`config.mk`:
```
export PLATFORM = sky130hd
export DESIGN_NAME = if_fetch_stage_flat
export DESIGN_NICKNAME = d
export VERILOG_FILES = /design/src/rtl/if_fetch_stage_pkg.sv /design/src/rtl/if_fetch_stage_if.sv /design/src/rtl/if_fetch_stage_pc_gen.sv /design/src/rtl/if_fetch_stage.sv /design/src/flat_wrapper.sv
export SDC_FILE = /design/constraint.sdc
export NUM_CORES = 1
export LEC_CHECK = 0
export ABC_AREA = 1
export BUFFER_PORTS_ARGS = -buffer_cell sky130_fd_sc_hd__buf_2
export CAP_MARGIN = 30
export CORE_MARGIN = 2
export CORE_UTILIZATION = 44
export DETAILED_ROUTE_END_ITERATION = 10
export PLACE_DENSITY_LB_ADDON = 0.2
export SKIP_LAST_GASP = 1
export SLEW_MARGIN = 20
export SYNTH_ARGS = -nofsm -noshare
export SYNTH_HDL_FRONTEND = slang
export SYNTH_HIERARCHICAL = 1
export SYNTH_SLANG_ARGS = --single-unit
```
`constraint.sdc`:
```
create_clock -name clk -period 2.92 [get_ports clk]
set_input_delay 0.438 -clock clk [delete_from_list [all_inputs] [get_ports clk]]
set_output_delay 0.438 -clock clk [all_outputs]
set_load 0.005 [all_outputs]
```
`src/rtl/if_fetch_stage_pkg.sv`:
```
// Package: if_fetch_stage_pkg
// Shared constants for the instruction-fetch stage: reset/vector addresses,
// the NOP word injected into IF/ID, next-PC select encodings and a helper
// that forms the sequential PC while preserving the supervisor bit (pc[31]).
package if_fetch_stage_pkg;

  localparam logic [31:0] PC_RESET   = 32'h8000_0000;
  localparam logic [31:0] ILLOP_ADDR = 32'h8000_0004;
  localparam logic [31:0] XADR_ADDR  = 32'h8000_0008;
  localparam logic [31:0] NOP_INSTR  = 32'h0000_0000;

  localparam logic [1:0] PCSEL_SEQ = 2'd0;
  localparam logic [1:0] PCSEL_BR  = 2'd1;
  localparam logic [1:0] PCSEL_J   = 2'd2;
  localparam logic [1:0] PCSEL_JR  = 2'd3;

  // PC+4 wraps inside the low 31 bits; supervisor bit is never changed here.
  function automatic logic [31:0] seq_pc(input logic [31:0] pc);
    seq_pc = {pc[31], pc[30:0] + 31'd4};
  endfunction

endpackage

```
`src/rtl/if_fetch_stage_if.sv`:
```
// Interface: if_fetch_stage_if
// Bundles every non-clock/reset signal of the fetch stage.
//   master : pipeline side (hazard unit, ID/EX redirect, ROM) - drives
//            stall/pc_sel/targets/flush/irq/exc/rom_data, reads the rest.
//   slave  : the fetch stage itself.
// Handshake: there is no valid/ready pair on the control inputs; they are
// sampled on every rising edge. ifid_valid qualifies ifid_instr/ifid_pc_plus4
// toward ID, and irq_taken is a single-cycle pulse with no acknowledge.
interface if_fetch_stage_if;
  logic        stall;
  logic [1:0]  pc_sel;
  logic [31:0] branch_target;
  logic [25:0] jump_target;
  logic [31:0] jr_target;
  logic        flush;
  logic        irq;
  logic        exc;
  logic [31:0] rom_addr;
  logic [31:0] rom_data;
  logic [31:0] pc;
  logic [31:0] ifid_instr;
  logic [31:0] ifid_pc_plus4;
  logic        ifid_valid;
  logic        irq_taken;

  modport master (
    output stall, pc_sel, branch_target, jump_target, jr_target,
           flush, irq, exc, rom_data,
    input  rom_addr, pc, ifid_instr, ifid_pc_plus4, ifid_valid, irq_taken
  );

  modport slave (
    input  stall, pc_sel, branch_target, jump_target, jr_target,
           flush, irq, exc, rom_data,
    output rom_addr, pc, ifid_instr, ifid_pc_plus4, ifid_valid, irq_taken
  );
endinterface

```
`src/rtl/if_fetch_stage_pc_gen.sv`:
```
// Module: if_pc_gen
// Combinational next-PC selection with priority and interrupt masking.
// Ports:
//   pc            in  current PC
//   stall         in  hold request (lowest priority)
//   pc_sel        in  0=seq 1=branch 2=jump 3=jr
//   branch_low    in  branch target bits [30:0]
//   jump_target   in  26-bit instr_index
//   jr_target     in  register target
//   irq, exc      in  interrupt request / undefined-instruction exception
//   next_pc       out PC to load on the next edge
//   redirect      out control transfer this cycle (IF/ID must squash)
//   irq_accept    out interrupt is being taken this cycle
// Option IF_ALIGN_CHECK_EN: a misaligned jr target traps to XADR_ADDR
// instead of having its low two bits cleared.
module if_pc_gen
  import if_fetch_stage_pkg::*;
(
  input  logic [31:0] pc,
  input  logic        stall,
  input  logic [1:0]  pc_sel,
  input  logic [30:0] branch_low,
  input  logic [25:0] jump_target,
  input  logic [31:0] jr_target,
  input  logic        irq,
  input  logic        exc,
  output logic [31:0] next_pc,
  output logic        redirect,
  output logic        irq_accept
);

  logic [31:0] jr_next;

  // Interrupts are masked in supervisor mode; an exception in the same cycle
  // wins and leaves the (level) irq to be re-sampled later.
  assign irq_accept = irq & ~pc[31] & ~exc;
  assign redirect   = exc | irq_accept | (pc_sel != PCSEL_SEQ);

  always_comb begin
`ifdef IF_ALIGN_CHECK_EN
    jr_next = (jr_target[1:0] != 2'b00) ? XADR_ADDR : jr_target;
`else
    jr_next = {jr_target[31:2], 2'b00};
`endif
  end

  always_comb begin
    next_pc = seq_pc(pc);
    if (exc) begin
      next_pc = XADR_ADDR;
    end else if (irq_accept) begin
      next_pc = ILLOP_ADDR;
    end else begin
      case (pc_sel)
        PCSEL_JR: next_pc = jr_next;  // only path allowed to leave kernel mode
        PCSEL_J:  next_pc = {pc[31:28], jump_target, 2'b00};
        PCSEL_BR: next_pc = {pc[31], branch_low};
        default:  next_pc = stall ? pc : seq_pc(pc);
      endcase
    end
  end

endmodule

```
`src/rtl/if_fetch_stage.sv`:
```
// Module: if_fetch_stage
// Instruction-fetch stage: owns the PC, drives the (combinational) ROM
// address and captures the returned word into the IF/ID register.
// Ports:
//   clk    in  rising-edge clock
//   reset  in  asynchronous active-high reset
//   bus    slave modport of if_fetch_stage_if (controls, ROM, IF/ID outputs)
// Option IF_ALIGN_CHECK_EN (see if_pc_gen): trap on misaligned jr target.
module if_fetch_stage
  import if_fetch_stage_pkg::*;
(
  input  logic             clk,
  input  logic             reset,
  if_fetch_stage_if.slave  bus
);

  logic [31:0] pc_q;
  logic [31:0] next_pc;
  logic        redirect;
  logic        irq_accept;
  logic        squash;
  logic        hold;
  logic [31:0] instr_q;
  logic [31:0] pc_plus4_q;
  logic        valid_q;
  logic        irq_taken_q;

  if_pc_gen u_pc_gen (
    .pc          (pc_q),
    .stall       (bus.stall),
    .pc_sel      (bus.pc_sel),
    .branch_low  (bus.branch_target[30:0]),
    .jump_target (bus.jump_target),
    .jr_target   (bus.jr_target),
    .irq         (bus.irq),
    .exc         (bus.exc),
    .next_pc     (next_pc),
    .redirect    (redirect),
    .irq_accept  (irq_accept)
  );

  // Redirects and flushes beat stall for IF/ID; a pure stall freezes it.
  assign squash = redirect | bus.flush;
  assign hold   = bus.stall & ~squash;

  always_ff @(posedge clk or posedge reset) begin
    if (reset) begin
      pc_q        <= PC_RESET;
      instr_q     <= NOP_INSTR;
      pc_plus4_q  <= 32'h0;
      valid_q     <= 1'b0;
      irq_taken_q <= 1'b0;
    end else begin
      pc_q        <= next_pc;
      irq_taken_q <= irq_accept;
      if (squash) begin
        // PC+4 of the squashed slot is kept so ID can form EPC from it.
        instr_q    <= NOP_INSTR;
        pc_plus4_q <= seq_pc(pc_q);
        valid_q    <= 1'b0;
      end else if (!hold) begin
        instr_q    <= bus.rom_data;
        pc_plus4_q <= seq_pc(pc_q);
        valid_q    <= 1'b1;
      end
    end
  end

  assign bus.pc            = pc_q;
  assign bus.rom_addr      = pc_q;
  assign bus.ifid_instr    = instr_q;
  assign bus.ifid_pc_plus4 = pc_plus4_q;
  assign bus.ifid_valid    = valid_q;
  assign bus.irq_taken     = irq_taken_q;

endmodule

```
`src/flat_wrapper.sv`:
```
// flat-port wrapper written by rule: the top's interface ports become plain ports
module if_fetch_stage_flat import if_fetch_stage_pkg::*;
  (clk, reset, bus_stall, bus_pc_sel, bus_branch_target, bus_jump_target, bus_jr_target, bus_flush, bus_irq, bus_exc, bus_rom_data, bus_rom_addr, bus_pc, bus_ifid_instr, bus_ifid_pc_plus4, bus_ifid_valid, bus_irq_taken);
  if_fetch_stage_if bus_i ();
  input  logic clk;
  input  logic reset;
  input wire logic [$bits(bus_i.stall)-1:0] bus_stall;
  input wire logic [$bits(bus_i.pc_sel)-1:0] bus_pc_sel;
  input wire logic [$bits(bus_i.branch_target)-1:0] bus_branch_target;
  input wire logic [$bits(bus_i.jump_target)-1:0] bus_jump_target;
  input wire logic [$bits(bus_i.jr_target)-1:0] bus_jr_target;
  input wire logic [$bits(bus_i.flush)-1:0] bus_flush;
  input wire logic [$bits(bus_i.irq)-1:0] bus_irq;
  input wire logic [$bits(bus_i.exc)-1:0] bus_exc;
  input wire logic [$bits(bus_i.rom_data)-1:0] bus_rom_data;
  output wire logic [$bits(bus_i.rom_addr)-1:0] bus_rom_addr;
  output wire logic [$bits(bus_i.pc)-1:0] bus_pc;
  output wire logic [$bits(bus_i.ifid_instr)-1:0] bus_ifid_instr;
  output wire logic [$bits(bus_i.ifid_pc_plus4)-1:0] bus_ifid_pc_plus4;
  output wire logic [$bits(bus_i.ifid_valid)-1:0] bus_ifid_valid;
  output wire logic [$bits(bus_i.irq_taken)-1:0] bus_irq_taken;
  assign bus_i.stall = bus_stall;
  assign bus_i.pc_sel = bus_pc_sel;
  assign bus_i.branch_target = bus_branch_target;
  assign bus_i.jump_target = bus_jump_target;
  assign bus_i.jr_target = bus_jr_target;
  assign bus_i.flush = bus_flush;
  assign bus_i.irq = bus_irq;
  assign bus_i.exc = bus_exc;
  assign bus_i.rom_data = bus_rom_data;
  assign bus_rom_addr = bus_i.rom_addr;
  assign bus_pc = bus_i.pc;
  assign bus_ifid_instr = bus_i.ifid_instr;
  assign bus_ifid_pc_plus4 = bus_i.ifid_pc_plus4;
  assign bus_ifid_valid = bus_i.ifid_valid;
  assign bus_irq_taken = bus_i.irq_taken;
  if_fetch_stage u_core (.clk(clk), .reset(reset), .bus(bus_i));
endmodule
```
==> results.toml, run 1 <==
[clocking]
cts_num_sinks = 98
htree_levels = 3
cts_setup_buffers = 0
clkTransAtPathRegs_ns = 0.07
cts_tree = "done"
numCtsBuffers = 9
cts_buffer_depth = 2
clk_latency_ns = 0.35
cts_resized = 0
clockRootBuffer = "clkbuf_16"
cts_hold_buffers = 0

[min_path]
min_path_type = "input pin to asynchronous set/reset pin"

[final_layout]
nets = 1255
drive_above_1_share_pct = 30.2
area_growth_pct = 23.8
nFillCells = 1410
multi_input_area_um2 = 3170
regArea_um2 = 2450
n_antenna_cell = 0

[run]
maxCapViolCount = 0

[die]
fp.dieH_um = 124
rows = 43
io_pins = 260
fp.dieW_um = 124
start_util_pct = 45.3
dieArea_um2 = 15400
core_region_area_um2 = 14000

[placement]
place_ws_ns = 0.710
place_congestion = 0.869
port_buffers = 256
hpwl_um = 13900

[synthesis]
syn_area_um2 = 6340
netlist_instances = 912
post_synth_num_cell_types = 40
syn_nets = 1044
synth.ff_latch_count = 98
synth-seq-area-share_pct = 38.7
avgSynthCellArea_um2 = 6.95
ys_warn_count = 6

[grt]
antenna_found_initial = 0
grt_max_degree = 74
use_met2_pct = 39.1
grtUsageMet3_pct = 3.11
met1_usage_pct = 33.1
overflow = 0
grt_pass1_wl_um = 28900
grt_use_total_pct = 24.0
grt_pass1_vias = 5866
grt.busiest_layer = "met2"

[run_status]
status = "finished clean"

[sta]
setup_viol = 0
fin_crit_sh_pct = 76.8
fin_setup_tns_ns = 0
tightest_slew_ns = 0.693
setup_slack_ns = 0.679
relSlewSlack_pct = 53.8
rsz0062_at_grt = "false"
layout_min_cycle_time_ns = 2.24
drv_slew = 0
timing.fmax_ghz = 0.446
clock_skew_ns = 0.00722
hold_violations = 0

[critical_path]
crit_fanout = 36
worst_ep_arrival_time_ns = 2.48
cp-start-kind = "flop"
required_ns = 3.16
critical_path_class = "flop to flop"
setup.worst_path.end_class = "flop"

[drt]
drtIter0Drc = 484
vias = 6516
wire_per_inst_um = 14.3
route.detailed.drc = 0
wirelength_um = 18700
dr.pass1.iters = 6
vias_per_cell = 4.98
antenna_left = 0

[pwr]
peakVddDrop_mv = 0.273
cellLeakagePower_nw = 4.32
powerDensity_nw_per_um2 = 432
## worst paths after layout
check                                                      endpoint  depth (start not counted)  slack [ns]                                  from
max                        u_core/bus.ifid_pc_plus4[27]$_DFFE_PP0P_                         11        0.68           u_core/bus.pc[31]$_DFF_PP1_
min                            u_core/bus.ifid_instr[6]$_DFFE_PP0P_                          2        0.14                                 reset
max reg2reg                u_core/bus.ifid_pc_plus4[27]$_DFFE_PP0P_                         11        0.68           u_core/bus.pc[31]$_DFF_PP1_
min reg2reg                    u_core/bus.ifid_instr[5]$_DFFE_PP0P_                          2        0.47  u_core/bus.ifid_instr[5]$_DFFE_PP0P_
max in group asynchronous               u_core/bus.pc[31]$_DFF_PP1_                          3        2.01                                 reset
min in group clk                     u_core/bus.irq_taken$_DFF_PP0_                          2        0.26                               bus_exc
## synthesized netlist by cell type
cell	number	area share (%)
a221oi_1	1	0.14
inv_1	76	4.5
a21oi_1	10	0.79
a22o_1	1	0.14
o31ai_1	1	0.12
o21bai_1	2	0.24
o21a_1	1	0.12
xor2_1	7	0.97
a21boi_0	2	0.24
nand3_2	2	0.32
buf_6	2	0.36
inv_2	5	0.30
nand2_4	3	0.53
nor2_4	14	2.5
o21ai_1	7	0.55
o21ai_0	29	2.3
nand4_1	4	0.39
nand3_4	1	0.28
dfstp_2	1	0.41
nand2_2	8	0.79
clkbuf_1	8	0.47
nand3b_1	3	0.36
a31oi_1	2	0.20
nand2_1	358	21
nor2_2	15	1.5
nor3_1	4	0.32
ha_1	2	0.39
nor2_1	59	3.5
xnor2_1	1	0.14
a41oi_1	15	2.1
buf_4	35	4.1
or2_1	1	0.099
and2_1	2	0.20
dfrtp_1	97	38
nor2_8	2	0.63
a22oi_1	1	0.12
nand3_1	103	8.1
inv_4	1	0.099
or2_2	7	0.69
buf_2	19	1.5
## layer usage
metal,vias up,wire [um]
met3,27,1230
li1,3287,-
met4,0,353
met2,253,8690
met1,2949,8400
met5,-,0
## cells by family (layout without fill, tap and decap cells)
group           count (synthesis)  in the layout  synth area share, %
flops                          98             98                 38.7
buf+inv                       146            362                 11.4
simple gates                  586            586                 41.4
xor+xnor                        8              8                 1.11
fa+ha+maj                       2              2                0.395
compound gates                 72             72                 7.01
## power breakdown
| group | switching [mW] | total (mW) | internal, mW |
|---|---|---|---|
| sequential | 0.135 | 1.57 | 1.43 |
| clock | 0.579 | 1.27 | 0.691 |
| combinational | 0.307 | 0.551 | 0.244 |
## critical path, stage by stage (launching register included)
cell and delay (ns):
dfstp_2 0.56, inv_1 0.06, nand2_1 0.12, nand2_1 0.09, inv_1 0.07, nand2_1 0.12
nor2_4 0.13, inv_2 0.07, nor2_8 0.42, inv_4 0.23, nand3_1 0.19, nand2_1 0.06
## state kept, by name, summed over array words and instances (netlist names)
register,cells
u_core/bus.irq_taken,1
u_core/bus.ifid_pc_plus4,32
u_core/bus.ifid_valid,1
u_core/bus.pc,32
u_core/bus.ifid_instr,32
## cells in the final DEF, fill, tap and decap left out, types with 2 or more instances in the layout
master	instances
nand3_1	103
buf_4	6
buf_2	256
o21ai_1	7
nand2_1	358
a31oi_1	2
or2_2	7
buf_12	2
nand4_1	4
nor2_2	16
ha_1	2
dfrtp_1	97
o21bai_1	2
a41oi_1	15
inv_1	75
clkinv_8	2
inv_6	2
nor2_1	58
clkinvlp_4	2
a21boi_0	2
a21oi_1	10
nand3b_1	3
xor2_1	7
nor2_4	14
nor2_8	2
nor3_1	4
and2_1	2
nand3_2	2
o21ai_0	29
nand2_4	3
clkbuf_16	9
nand2_2	8
inv_2	5
## layout make-up
| class | instances | share of cell area [%] |
|---|---|---|
| clock buffers | 9 | 2.87 |
| clock inverters | 7 | 1.26 |
| inverters | 82 | 4.00 |
| multi-input cells | 668 | 40.3 |
| flip-flops and latches | 98 | 31.3 |
| well taps | 180 | 2.87 |
| repair buffers | 264 | 17.4 |
## per-stage QoR
stage	std cells	cell area [um2]	util, %	total power [mW]	hold slack [ns]
floorplan	912	6340	-	1.88	0.465
detailed placement	1292	7520	53.8	2.15	0.453
CTS	1308	7850	56.1	3.42	0.150
global placement	1292	7520	53.8	2.14	0.449
global route	1308	7850	56.1	3.56	0.182
finish	1308	7850	56.1	3.39	0.136
Power figures use the tool's default switching activity.
==> run 2: changes to the inputs <==
==> constraint.sdc (replaced) <==
create_clock -name clk -period 2 [get_ports clk]
set_input_delay 0.3 -clock clk [delete_from_list [all_inputs] [get_ports clk]]
set_output_delay 0.3 -clock clk [all_outputs]
set_load 0.005 [all_outputs]
==> run 2 against run 1 <==
Compared with the run above: hold slack got worse by 0.097 ns; non-clock buffer count increased by 13; largest power group unchanged; flip-flop and latch count unchanged; power increased by 42%; register-to-register slack got worse by 0.49 ns.
==> results.toml, run 2 (synthesis gave the netlist of run 1 again) <==
[run_status]
status = "finished clean"

[critical_path]
critPathLaunch = "u_core/bus.pc[31]$_DFF_PP1_"
cp_cell_sequence = "inv_1 > nand2_1 > nand2_2 > inv_1 > nand2_1 > nor2_4 > inv_2 > nor2_8 > inv_4 > nand3_1 > nand2_1"
max_stage_delay_ns = 0.56
cp-start-kind = "flop"
rr_startpoint = "u_core/bus.pc[31]$_DFF_PP1_"
path_delay_family = "simple AND/OR/NAND/NOR gates"
r2r_cells = 11
worst_ep_arrival_time_ns = 2.05
ff2ff_setup_slack_ns = 0.19
critical_path_class = "flop to flop"
crit_path_frequent_cell = "nand2_1"
cp_num_cells = 11
worst-path-buf-inv = 4
crit_fanout = 24
cp-endpoint = "u_core/bus.ifid_pc_plus4[27]$_DFFE_PP0P_"
timing.rr.end = "u_core/bus.ifid_pc_plus4[27]$_DFFE_PP0P_"
setup.worst_path.end_class = "flop"
required_ns = 2.23
cp_slowest_cell = "dfstp_2"

[clocking]
numCtsBuffers = 9
cts_hold_buffers = 0
cts_num_sinks = 98
cts_setup_buffers = 0
htree_levels = 3
cts_resized = 0
clk_latency_ns = 0.35
cts_tree = "done"
clkTransAtPathRegs_ns = 0.08
clockRootBuffer = "clkbuf_16"
cts_buffer_depth = 2

[die]
dieArea_um2 = 15400
fp.dieH_um = 124
core_region_area_um2 = 14000
rows = 43
start_util_pct = 45.3
io_pins = 260
fp.dieW_um = 124

[drt]
drtIter0Drc = 392
wirelength_um = 18500
route.detailed.drc = 0
dr.pass1.iters = 5
vias = 6502
vias_per_cell = 4.92
antenna_left = 0
met2WireLength_um = 8710
wl_met3_um = 1100
drt-met1-wl_um = 8340
wire_per_inst_um = 14.0
top_layer_used = "met4"

[placement]
place_congestion = 0.892
place_inst = 1305
hpwl_um = 14200
port_buffers = 256

[sta]
fin_crit_sh_pct = 90.6
relSlewSlack_pct = 57.6
setup_viol = 0
hold_ws_ns = 0.0394
tightest_slew_ns = 0.634
rsz0062_at_grt = "false"
fin_setup_tns_ns = 0
drv_slew = 0
layout_min_cycle_time_ns = 1.81
hold_violations = 0
clock_skew_ns = 0.00749
timing.fmax_ghz = 0.552

[final_layout]
nets = 1268
final_common_cell = "nand2_1"
area_growth_pct = 25.7
final_cell_mix = "nand2_1, buf_2, nand3_1, dfrtp_1, inv_1"
fin_cells = 1321
n_antenna_cell = 0
drive_above_1_share_pct = 31.1
nFillCells = 1414

[pwr]
powerDensity_nw_per_um2 = 606
peakVddDrop_mv = 0.412
cellLeakagePower_nw = 4.38

[run]
maxCapViolCount = 0

[grt]
antenna_found_initial = 0
grt_max_degree = 38
grt_pass1_wl_um = 29000
grt_pass1_vias = 5868
overflow = 0
grt_use_total_pct = 24.1

[min_path]
min_path_type = "input pin to asynchronous set/reset pin"
[run 2: cell count changes in the layout (fill, tap and decap cells not counted)]
cell | previous run | this run
buf_12 | 2 | 6
buf_4 | 6 | 15
bufinv_16 | 1 | 0
clkinv_8 | 2 | 1
clkinvlp_4 | 2 | 3
inv_6 | 2 | 3
nand2_1 | 358 | 357
nand2_2 | 8 | 9
[run 2: worst min path at each step]
stage	startpoint	endpoint	slack [ns]	cells past startpoint
final	reset	u_core/bus.ifid_instr[27]$_DFFE_PP0P_	0.04	2
after global routing	reset	u_core/bus.ifid_pc_plus4[10]$_DFFE_PP0P_	0.09	2
after CTS	reset	u_core/bus.ifid_instr[1]$_DFFE_PP0P_	0.05	2
after detailed placement	reset	u_core/bus.ifid_pc_plus4[10]$_DFFE_PP0P_	0.43	2
after global placement	reset	u_core/bus.ifid_pc_plus4[10]$_DFFE_PP0P_	0.43	2
after floorplan	bus_exc	u_core/bus.pc[2]$_DFF_PP0_	0.36	1
[run 2: layer usage]
layer	track usage, %	up-vias
met2	39.3	226
met4	7.79	0
li1	-	3315
met5	0	-
met3	2.93	20
met1	33.4	2941
[run 2: cell type report]
type,instances,area (um2),area share [%]
Clock buffer,9,225,2.83
Sequential cell,98,2450,30.8
Inverter,82,314,3.94
Clock inverter,7,68.8,0.864
Tap cell,180,225,2.83
Multi-Input combinational cell,668,3170,39.8
Timing Repair Buffer,277,1510,19.0
[run 2: power breakdown]
part	internal, mW	switching [mW]
logic	0.385	0.465
registers	2.10	0.180
clock network	0.877	0.827
[run 2: stage by stage]
| step | instance area, um2 | util [%] | worst slack, ns | total power, mW |
|---|---|---|---|---|
| 6_report | 7970 | 57.0 | 0.187 | 4.83 |
| 5_1_grt | 7970 | 57.0 | 0.0324 | 5.10 |
| 4_1_cts | 7970 | 57.0 | 0.193 | 4.89 |
| 3_5_place_dp | 7670 | 54.9 | 0.231 | 3.17 |
| 3_3_place_gp | 7670 | 54.9 | 0.236 | 3.16 |
| 2_1_floorplan | 6340 | - | 0.0189 | 2.74 |
==> run 3: changes to the inputs <==
--- a/config.mk
+++ b/config.mk
@@ -12,6 +12,7 @@
 export CORE_UTILIZATION = 44
 export DETAILED_ROUTE_END_ITERATION = 10
 export PLACE_DENSITY_LB_ADDON = 0.2
+export REMOVE_ABC_BUFFERS = 1
 export SKIP_LAST_GASP = 1
 export SLEW_MARGIN = 20
 export SYNTH_ARGS = -nofsm -noshare
==> run 3 against run 2 <==
Compared with the run above: wire length fell by 0.24%; register-to-register slack about the same; cell count is essentially flat; sequential share of layout area is essentially flat; core utilization is 0.080 points higher; sequential power hardly changed; hold slack improved by 0.098 ns; clock power grew 12%; first-iteration DRC count fell by 24%; critical path type unchanged; critical endpoint is now u_core/bus.ifid_pc_plus4[17]$_DFFE_PP0P_; largest cell class unchanged; power grew 3.9%; non-clock buffer count is 1 lower.
==> results.toml, run 3 (synthesis gave the netlist of run 1 again) <==
[run_status]
status = "finished clean"

[critical_path]
cp-start-kind = "flop"
timing.rr.end = "u_core/bus.ifid_pc_plus4[17]$_DFFE_PP0P_"
crit_fanout = 24
critical_path_class = "flop to flop"
cp-endpoint = "u_core/bus.ifid_pc_plus4[17]$_DFFE_PP0P_"
required_ns = 2.23
rr_startpoint = "u_core/bus.pc[31]$_DFF_PP1_"
setup.worst_path.end_class = "flop"
critPathLaunch = "u_core/bus.pc[31]$_DFF_PP1_"
ff2ff_setup_slack_ns = 0.20
worst_ep_arrival_time_ns = 2.04
r2r_cells = 11

[die]
fp.dieW_um = 124
core_region_area_um2 = 14000
fp.dieH_um = 124
dieArea_um2 = 15400
start_util_pct = 45.3
io_pins = 260
rows = 43

[clocking]
htree_levels = 3
numCtsBuffers = 9
cts_tree = "done"
cts_num_sinks = 98
clkTransAtPathRegs_ns = 0.07
cts_buffer_depth = 2
clk_latency_ns = 0.35
clockRootBuffer = "clkbuf_16"

[drt]
route.detailed.drc = 0
drtIter0Drc = 299
wire_per_inst_um = 13.9
dr.pass1.iters = 6
vias = 6536
antenna_left = 0
wirelength_um = 18400
vias_per_cell = 4.95

[grt]
overflow = 0
antenna_found_initial = 0
grt_use_total_pct = 24.0
grt_pass1_wl_um = 28700
grt_max_degree = 39
grt_pass1_vias = 5866

[sta]
setup_slack_ns = 0.197
hold_violations = 0
clock_skew_ns = 0.00944
tightest_slew_ns = 0.495
fin_crit_sh_pct = 90.1
relSlewSlack_pct = 67.0
setup_viol = 0
timing.fmax_ghz = 0.555
rsz0062_at_grt = "false"
layout_min_cycle_time_ns = 1.80
drv_slew = 0

[pwr]
switchingPower_mw = 1.41
powerDensity_nw_per_um2 = 629
cellLeakagePower_nw = 4.40
power_mw = 5.02
pwr-share-comb_pct = 16.6
clock_power_share_pct = 37.9
power.internal_mw = 3.61
pwr-share-seq_pct = 45.5
netSwitchingFraction_pct = 28.0
peakVddDrop_mv = 0.405

[placement]
port_buffers = 256
place_congestion = 0.904
placed_area_um2 = 7640
hpwl_um = 13900
place_ws_ns = 0.215

[final_layout]
nets = 1267
final_common_cell = "nand2_1"
n_antenna_cell = 0
nFillCells = 1409
area_growth_pct = 25.9
final_cell_mix = "nand2_1, buf_2, nand3_1, dfrtp_1, inv_1"
drive_above_1_share_pct = 30.9
final_util_pct = 57.0
design_area_um2 = 7980

[min_path]
min_path_type = "input pin to flop"

[run]
maxCapViolCount = 0
run 3: worst min path at each step:
stage	depth (start not counted)	endpoint	slack [ns]	start
after floorplan	1	u_core/bus.pc[2]$_DFF_PP0_	0.36	bus_exc
after detailed placement	2	u_core/bus.ifid_instr[16]$_DFFE_PP0P_	0.37	reset
after global placement	2	u_core/bus.ifid_instr[13]$_DFFE_PP0P_	0.38	reset
after global routing	2	u_core/bus.pc[2]$_DFF_PP0_	0.13	bus_exc
final	2	u_core/bus.pc[2]$_DFF_PP0_	0.14	bus_exc
after CTS	2	u_core/bus.pc[2]$_DFF_PP0_	0.13	bus_exc
run 3: layer usage:
metal,track usage (%),wire length [um]
met1,31.4,8260
met2,40.8,8500
met3,3.94,1360
met4,7.23,290
met5,0,0
run 3: layout make-up:
type	instances	area, um2	area share, %
multi-input combinational	668	3170	39.7
sequential	98	2450	30.7
timing repair buffer	276	1500	18.8
inverter	82	313	3.92
clock buffer	10	239	2.99
tap	180	225	2.82
clock inverter	6	87.6	1.10
run 3: what timing repair did:
action,CTS,global route
buffers inserted,0,0
gates resized for setup,0,0
hold endpoints to repair,22,0
hold buffers,1,0
run 3: worst max-delay path, cell delays in order, from the launching register on:
cell and delay, ns:
dfstp_2 0.55, inv_1 0.05, nand2_1 0.12, nand2_1 0.10
inv_1 0.08, nand2_1 0.11, nor2_4 0.12, inv_2 0.07
nor2_8 0.15, inv_4 0.15, nand3_1 0.13, nand2_1 0.05
run 3: power groups by stage:
stage | Clock [mW] | Sequential [mW] | Combinational, mW
after detailed placement | 0 | 2.32 | 0.837
after floorplan | 0 | 2.29 | 0.368
final | 1.90 | 2.28 | 0.833
after CTS | 1.94 | 2.28 | 0.843
after global placement | 0 | 2.31 | 0.832
after global routing | 2.02 | 2.30 | 0.951
run 3: metrics by stage:
step / instances / setup TNS [ns] / hold WS [ns]
6_report: 1320 / 0 / 0.137
5_1_grt: 1320 / 0 / 0.131
3_5_place_dp: 1303 / 0 / 0.374
3_3_place_gp: 1303 / 0 / 0.377
2_1_floorplan: 848 / -135.03 / 0.363
4_1_cts: 1320 / 0 / 0.125
